## src/rtl/me_pkg.sv

```systemverilog
// Shared types and byte-enable helpers for the memory-stage load/store unit.
package me_pkg;

  localparam int XLEN = 32;

  typedef enum logic [1:0] {
    BYTE = 2'b00,
    HALF = 2'b01,
    WORD = 2'b10
  } mem_len_e;

  typedef enum logic [1:0] {
    IDLE,
    REQ,
    RESP,
    DONE
  } me_state_e;

  localparam logic [3:0] BE_BYTE = 4'b0001;
  localparam logic [3:0] BE_HALF = 4'b0011;
  localparam logic [3:0] BE_WORD = 4'b1111;

  // Encoding 2'b11 is not a distinct size; it behaves as a word access.
  function automatic mem_len_e norm_len(input logic [1:0] len);
    return (len == 2'b11) ? WORD : mem_len_e'(len);
  endfunction

  function automatic logic [3:0] byte_en(input mem_len_e len, input logic [1:0] off);
    case (len)
      BYTE:    return BE_BYTE << off;
      HALF:    return BE_HALF << {off[1], 1'b0};
      default: return BE_WORD;
    endcase
  endfunction

endpackage

```

## src/rtl/me_load_align.sv

```systemverilog
// Combinational load extractor: shifts the bus word down to the accessed lane and extends it.
module me_load_align
  import me_pkg::*;
(
  input  logic [31:0] i_rdata,
  input  logic [1:0]  i_offset,
  input  mem_len_e    i_len,
  input  logic        i_sign,
  output logic [31:0] o_load_data
);

  logic [31:0] w_shifted;

  assign w_shifted = i_rdata >> {i_offset, 3'b000};

  always_comb begin
    o_load_data = w_shifted;
    case (i_len)
      BYTE:    o_load_data = {{24{i_sign & w_shifted[7]}}, w_shifted[7:0]};
      HALF:    o_load_data = {{16{i_sign & w_shifted[15]}}, w_shifted[15:0]};
      default: o_load_data = w_shifted;
    endcase
  end

endmodule

```

## src/rtl/me_mem_access.sv

```systemverilog
// Memory-stage load/store unit driving a req/gnt/rvalid bus; stalls the pipeline until DONE.
// Optional MEM_MISALIGN_TRAP_EN: misaligned accesses skip the bus and flag misalign instead of aligning.
module me_mem_access
  import me_pkg::*;
#(
  parameter int XLEN = 32
) (
  input  logic            clk,
  input  logic            rst,
  input  logic            mem_read_in,
  input  logic            mem_write_en_in,
  input  logic            mem_sign_in,
  input  logic [1:0]      mem_length_in,
  input  logic [XLEN-1:0] addr_in,
  input  logic [XLEN-1:0] write_data_in,
  output logic            dmem_req,
  output logic            dmem_we,
  output logic [XLEN-1:0] dmem_addr,
  output logic [3:0]      dmem_be,
  output logic [XLEN-1:0] dmem_wdata,
  input  logic            dmem_gnt,
  input  logic            dmem_rvalid,
  input  logic [XLEN-1:0] dmem_rdata,
  output logic            stall,
  output logic [XLEN-1:0] load_data,
  output logic            load_valid
`ifdef MEM_MISALIGN_TRAP_EN
  ,
  output logic            misalign
`endif
);

  me_state_e   r_state;
  logic [1:0]  r_off;
  mem_len_e    r_len;
  logic        r_sign;
  logic        r_is_load;

  logic        w_access;
  mem_len_e    w_len;
  logic [1:0]  w_off;
  logic [3:0]  w_be;
  logic [31:0] w_wdata;
  logic [31:0] w_load_data;

  assign w_access = mem_read_in | mem_write_en_in;
  assign w_len    = norm_len(mem_length_in);
  assign w_be     = byte_en(w_len, w_off);
  assign stall    = ((r_state == IDLE) && w_access) || (r_state == REQ) || (r_state == RESP);

`ifdef MEM_MISALIGN_TRAP_EN
  logic w_misalign;
  assign w_misalign = ((w_len == HALF) && addr_in[0]) ||
                      ((w_len == WORD) && (addr_in[1:0] != 2'b00));
`endif

  // Offset bits below the access size are dropped, which silently aligns the access.
  always_comb begin
    w_off   = 2'b00;
    w_wdata = write_data_in;
    case (w_len)
      BYTE: begin
        w_off   = addr_in[1:0];
        w_wdata = {4{write_data_in[7:0]}};
      end
      HALF: begin
        w_off   = {addr_in[1], 1'b0};
        w_wdata = {2{write_data_in[15:0]}};
      end
      default: begin
        w_off   = 2'b00;
        w_wdata = write_data_in;
      end
    endcase
  end

  me_load_align u_load_align (
    .i_rdata     (dmem_rdata),
    .i_offset    (r_off),
    .i_len       (r_len),
    .i_sign      (r_sign),
    .o_load_data (w_load_data)
  );

  always_ff @(posedge clk) begin
    if (rst) begin
      r_state    <= IDLE;
      r_off      <= 2'b00;
      r_len      <= BYTE;
      r_sign     <= 1'b0;
      r_is_load  <= 1'b0;
      dmem_req   <= 1'b0;
      dmem_we    <= 1'b0;
      dmem_addr  <= '0;
      dmem_be    <= 4'b0000;
      dmem_wdata <= '0;
      load_data  <= '0;
      load_valid <= 1'b0;
`ifdef MEM_MISALIGN_TRAP_EN
      misalign   <= 1'b0;
`endif
    end else begin
      case (r_state)
        IDLE: begin
          load_valid <= 1'b0;
          if (w_access) begin
            r_off     <= w_off;
            r_len     <= w_len;
            r_sign    <= mem_sign_in;
            r_is_load <= ~mem_write_en_in;
`ifdef MEM_MISALIGN_TRAP_EN
            if (w_misalign) begin
              misalign  <= 1'b1;
              load_data <= '0;
              r_state   <= DONE;
            end else
`endif
            begin
              dmem_req   <= 1'b1;
              dmem_we    <= mem_write_en_in;
              dmem_addr  <= {addr_in[XLEN-1:2], 2'b00};
              dmem_be    <= w_be;
              dmem_wdata <= w_wdata;
              r_state    <= REQ;
            end
          end
        end
        REQ: begin
          if (dmem_gnt) begin
            dmem_req <= 1'b0;
            r_state  <= r_is_load ? RESP : DONE;
          end
        end
        RESP: begin
          if (dmem_rvalid) begin
            load_data  <= w_load_data;
            load_valid <= 1'b1;
            r_state    <= DONE;
          end
        end
        default: begin
          load_valid <= 1'b0;
`ifdef MEM_MISALIGN_TRAP_EN
          misalign   <= 1'b0;
`endif
          r_state    <= IDLE;
        end
      endcase
    end
  end

endmodule

```

## config.mk

```make
export PLATFORM = sky130hd
export DESIGN_NAME = me_mem_access
export DESIGN_NICKNAME = d
export VERILOG_FILES = /design/src/rtl/me_pkg.sv /design/src/rtl/me_load_align.sv /design/src/rtl/me_mem_access.sv
export SDC_FILE = /design/constraint.sdc
export NUM_CORES = 1
export LEC_CHECK = 0
export ABC_CLOCK_PERIOD_IN_PS = 2500
export BUFFER_PORTS_ARGS = -buffer_cell sky130_fd_sc_hd__clkbuf_2
export CORE_MARGIN = 4
export CORE_UTILIZATION = 48
export DETAILED_ROUTE_END_ITERATION = 12
export GPL_ROUTABILITY_DRIVEN = 1
export PLACE_DENSITY = 0.81
export SYNTH_ARGS = -nofsm -noshare
export SYNTH_HDL_FRONTEND = slang
export SYNTH_SLANG_ARGS = --single-unit
```

## constraint.sdc

```tcl
create_clock -name clk -period 2.5 [get_ports clk]
set_input_delay 0.75 -clock clk [delete_from_list [all_inputs] [get_ports clk]]
set_output_delay 0.75 -clock clk [all_outputs]
set_load 0.01 [all_outputs]
```

* Yosys cells after proc, flatten, opt, wreduce, memory -nomap -nowiden *
Cells that the tools add are included.

word-level totals
  input port bits = 105
  register bits = 109
  output and inout port bits = 104

operators by class
  equality and inequality tests = 8
  mux-type cells = 15
  bitwise logic cells = 5
  reduce and logical (&&, ||, !) cells = 12
  shift-type cells = 3

operator list
  operator             number
  $pmux 32 s2          2
  $shr 32x5->32        1
  $mux 2               4
  $pmux 4 s2           1
  $eq 2x1->1 const B   3
  $logic_not 2->1      3
  $ne 2x2->1 const B   3
  $pmux 2 s3           1
  $reduce_and 2->1     3
  $reduce_and 3->1     2
  $eq 2x2->1 const B   2
  $mux 1               4
  $pmux 1 s2           2
  $pmux 2 s2           1
  $shl 1x2->4 const A  1
  $shl 2x2->4 const A  1
  $and 1x1->1          2
  $logic_or 1x1->1     2
  $not 1->1            2
  $reduce_bool 2->1    1
  $logic_and 1x1->1    1
  $or 1x1->1           1

* Longest topological paths before layout *
  depth after elaboration = 6
  mapped depth = 8
  gate-level depth less buffers = 6

* Modules after synthesis *
Synthesis repeated with hierarchy kept, for this count alone.

second synthesis, totals
  cells, all modules = 631
  area total of the unflattened synthesis = 5087.4 µm²

modules (own cells, without submodules)
  module         times used  cells each  area an instance (µm²)
  me_mem_access  1           525         4279.1
  me_load_align  1           106         808.3

* Worst setup path after synthesis *
OpenSTA, ideal clock, no wires.

  kind = input -> output
  start point = input mem_write_en_in
  end point = output stall
  buffers on the path = 2
  arrival = 1.628 ns
  required time = 1.750 ns
  stages = 4
  setup slack = 0.122 ns
  cell sequence = o21ai_1 -> clkbuf_1 -> clkbuf_1 -> nand2_1

on the way
  cells in the longest elaborated chain, start to end = 4

ends and longest elaborated chain
  what                           RTL line             source
  start: declaration             me_mem_access.sv:11  input logic mem_write_en_in,
  $or 1x1->1                     me_mem_access.sv:46  assign w_access = mem_read_in | mem_write_en_in;
  $logic_and 1x1->1              me_mem_access.sv:49  assign stall = ((r_state == IDLE) && w_access) || (r_state == REQ) || (r_state == RESP);
  $logic_or 1x1->1 (2 in a row)  me_mem_access.sv:49
  end: declaration               me_mem_access.sv:24  output logic stall,

Every way passes these cells.

* Worst setup path in the final report *
  start point = register r_state[0]
  end point = output stall

on the way
  cells in the longest elaborated chain, start to end = 4

ends and longest elaborated chain
  what                      RTL line              source
  start: declaration        me_mem_access.sv:33   me_state_e r_state;
  start signal: assignment  me_mem_access.sv:131  r_state <= r_is_load ? RESP : DONE;
  $logic_not 2->1           me_mem_access.sv:49
  $logic_and 1x1->1         me_mem_access.sv:49
  $logic_or 1x1->1          me_mem_access.sv:49
  $logic_or 1x1->1 *        me_mem_access.sv:49

Every way passes the cells marked *; elsewhere a longest branch is shown, timed or not.

==> results.md <==
* Largest net degree at the start of global routing at 62
* Int Power at 3.614 mW
* Post-synth ARST share at 0%
* Htree depth at 3
* CP startpoint: r_state[0]
* Longest Clk Path Bufs at 2
* Clock Latency Late Sink at 370 ps
* Leak at 2.759 nW
* Pin slew with the least headroom to its limit at 580.0 ps
* Max-slew headroom at 61.33%
* Flop and latch count out of synthesis at 109
* Status: finished, final reports clean
* Yosys top cell by area: dfxtp_1
* CP max FO at 5
* Max_cap viols at 0
* Via/cell ratio at 5.408
* Power per Cell Area at 944.8 nW/um^2
* Worst Path Required at 1750 ps
* Hold Violations, Final at 0
* Register area at 2182 sq um
* Initial antenna violation count at 0
* Tot GR Track Use at 24.32%
* Sw Share at 38.44%
* Num CTS Buffers at 9
* Reg2reg setup slack at 530 ps
* Power share of the combinational group at 38.8%
* Post-synth cell types at 40
* First-pass GRT wire length at 22670 um
* Worst-path cell chain: inv_1 > ha_1 > nor2_1 > nand2_1 > clkbuf_2
* Max Fclk at 0.4443 GHz
* Syn Inst Count at 584
* RSZ-0062 raised after global routing: false
* Final HPWL from detailed placement at 11080 um
* Synth area leaders: dfxtp_1 45%, nand2_1 12%, a21oi_1 6.7%, mux2i_1 6.0%, nor2_1 4.0%
* Final setup fails at 0
* Top-area cell type share of the netlist area at 44.94%
* P&R area growth vs syn at 27.96%
* Worst setup EP type: output pin
* # rows at 36
* Post-DRT Antenna Nets at 0
* Starting DRT DRC Count at 261
* Layout cells sized above 1 at 35.45%
* Post-route DRC violation count at 0
* Critical R2R Launch: r_state[0]
* Initial Util at 49.45%
* Warnings from Yosys at 0
* Min-Delay Path Class: reg2reg
* CTS tree: done
* Die area at 11790 sq um
* Clock Skew at 9.097 ps
* Slowest-stage cell, CP: dfxtp_1
* Number of global-route vias before repair at 4701
* Clk pin slew, worst setup/hold paths at 100 ps
* Die W at 108.6 um
* ANT cells at 0
* Clock power frac at 20.5%
* Fin crit share at 90.04%
* DR vias at 4900
* Setup Crit Path Kind: reg2out
* Worst Setup Start Kind: flip-flop
* CTS sink cnt at 109
* WL final at 14420 um
* Die height at 108.6 um
* First-pass iteration count of the detailed router at 5
* Multi-input gate area at 2444 sq um
* Setup Buffers After CTS at 0
* Core region area at 9819 sq um
* GPL Wtd Cong at 0.9613
* R2R cell count at 6
* Fin. max-slew vios at 0
* I/O Pins at 209
* Clock root buffer: clkbuf_8
* Grt total ovfl at 0
* Post-synth EDFFs at 0
* Post-synthesis sequential area ratio at 44.94%
* Post-Place Cell Area at 5982 sq um
* Net Switching at 2.257 mW
* Period minus WS final at 2251 ps
* Fillers at 841
* Nets at 877
* Critical Path End: stall
* PostCTS Resize Cnt at 0
* PortBufs at 206
* Seq pwr share at 40.7%
* Setup_tns at 0 ps
* Syn Std Cell Area at 4856 sq um
* Fin area at 6213 sq um
* Critical path arrival at 1500 ps
* RR Endpoint: load_data[12]
* Syn avg cell area at 8.315 sq um
* Worst vdd ir at 477.6 uV
* Post-CTS Hold Fix Bufs at 0
* DR WL/cell at 15.92 um
* Worst path max stage delay at 410 ps
* Ys flop type: dfxtp_1
per-layer routing:
layer | global-route usage (%) | part of all wire (%) | vias to the layer above | routed length, um
li1 | - | - | 2361 | -
met5 | 0 | 0 | - | 0
met3 | 6.687 | 10 | 28 | 1443
met1 | 27.47 | 38 | 2262 | 5441
met4 | 12.08 | 3.1 | 0 | 447
met2 | 42.01 | 49 | 249 | 7090
kinds of logic after synthesis:
group	share of synthesized area [%]
flops	44.94
mux	9.688
simple gates	19.45
buf+inv	5.076
fa+ha+maj	1.031
other cells	0.07723
compound gates	19.74
layout make-up:
class	instances	share of cell area, %
clock buffers	10	2.215
well taps	133	2.678
clock inverters	6	1.510
repair buffers	220	18.73
multi-input cells	421	39.33
flip-flops and latches	109	35.12
inverters	7	0.4229
registers in the layout, indices dropped and copies added, names as in the netlist:
name / flops
dmem_wdata: 32
r_is_load: 1
dmem_be: 4
r_state: 2
r_off: 2
dmem_addr: 30
load_valid: 1
r_sign: 1
dmem_we: 1
r_len: 2
load_data: 32
dmem_req: 1
synth_stat cells (2+ instances only):
library cell,number
a211oi_1,16
a211oi_2,10
a21oi_1,65
a221oi_1,8
a22oi_1,2
a311oi_1,8
buf_2,8
buf_4,2
buf_6,3
clkbuf_1,35
dfxtp_1,109
ha_1,4
inv_1,7
mux2_2,13
mux2i_1,29
nand2_1,151
nand2b_1,4
nand3_1,2
nand3b_1,2
nor2_1,52
nor2b_1,2
nor3_1,2
nor3_2,7
o211ai_1,7
o21ai_0,19
o21ai_1,2
o22ai_1,2
worst min-delay path by stage:
stage	end	start	depth (start not counted)	slack, ps
after floorplan	r_sign	r_sign	2	460
after global placement	dmem_addr[30]	dmem_addr[30]	2	440
after detailed placement	dmem_addr[16]	dmem_addr[16]	2	450
after CTS	dmem_addr[16]	dmem_addr[16]	2	460
after global routing	dmem_addr[9]	dmem_addr[9]	2	480
final	load_data[5]	load_data[5]	2	460
worst max-delay path, delay by kind of cell, from the launching register on:
family,cells,cell delay [ps]
adder cells (fa/ha/maj),1,250
buffers and inverters,2,210
flip-flops,1,410
AND/OR/NAND/NOR,2,250
placed cells by master, fill, tap and decap left out, drive strengths merged:
| cell type | synthesis | final |
|---|---|---|
| clkbuf | 35 | 215 |
| o311ai | 1 | 1 |
| mux2 | 14 | 14 |
| clkinvlp | 0 | 1 |
| dfxtp | 109 | 109 |
| nor2b | 2 | 2 |
| mux2i | 29 | 29 |
| clkinv | 0 | 2 |
| o21ai | 21 | 21 |
| buf | 13 | 15 |
| nor3b | 1 | 1 |
| nand2 | 151 | 151 |
| a41oi | 1 | 1 |
| a2111oi | 1 | 1 |
| inv | 7 | 8 |
| o22ai | 2 | 2 |
| a221oi | 8 | 8 |
| a211oi | 26 | 26 |
| and2 | 1 | 1 |
| nor2 | 53 | 53 |
| nor3 | 9 | 9 |
| ha | 4 | 4 |
| nand3b | 2 | 2 |
| a21oi | 65 | 65 |
| or2 | 1 | 1 |
| nand2b | 5 | 5 |
| bufinv | 0 | 2 |
| mux4 | 1 | 1 |
| a311oi | 9 | 9 |
| a22oi | 2 | 2 |
| o21a | 1 | 1 |
| o211ai | 7 | 7 |
| nand3 | 2 | 2 |
| conb | 1 | 2 |
power by group through the flow:
stage | Clock, mW | Combinational, mW | Sequential (mW)
floorplan | 0 | 1.31 | 2.56
CTS | 1.24 | 2.29 | 2.39
global placement | 0 | 2.21 | 2.40
detailed placement | 0 | 2.29 | 2.42
finish | 1.20 | 2.28 | 2.39
global route | 1.31 | 2.54 | 2.44
through the flow:
| stage | hold slack [ps] | util, % | std cells | setup slack (ps) | total power, mW |
|---|---|---|---|---|---|
| 2_1_floorplan | 463.6 | - | 585 | 121.7 | 3.863 |
| 6_report | 460.6 | 63.28 | 906 | 249.1 | 5.871 |
| 4_1_cts | 459.5 | 63.28 | 906 | 228.8 | 5.923 |
| 5_1_grt | 475.0 | 63.28 | 906 | 163.6 | 6.282 |
| 3_3_place_gp | 442.0 | 60.92 | 890 | 249.5 | 4.610 |
| 3_5_place_dp | 445.4 | 60.92 | 890 | 222.3 | 4.711 |
Power figures use the tool's default switching activity.
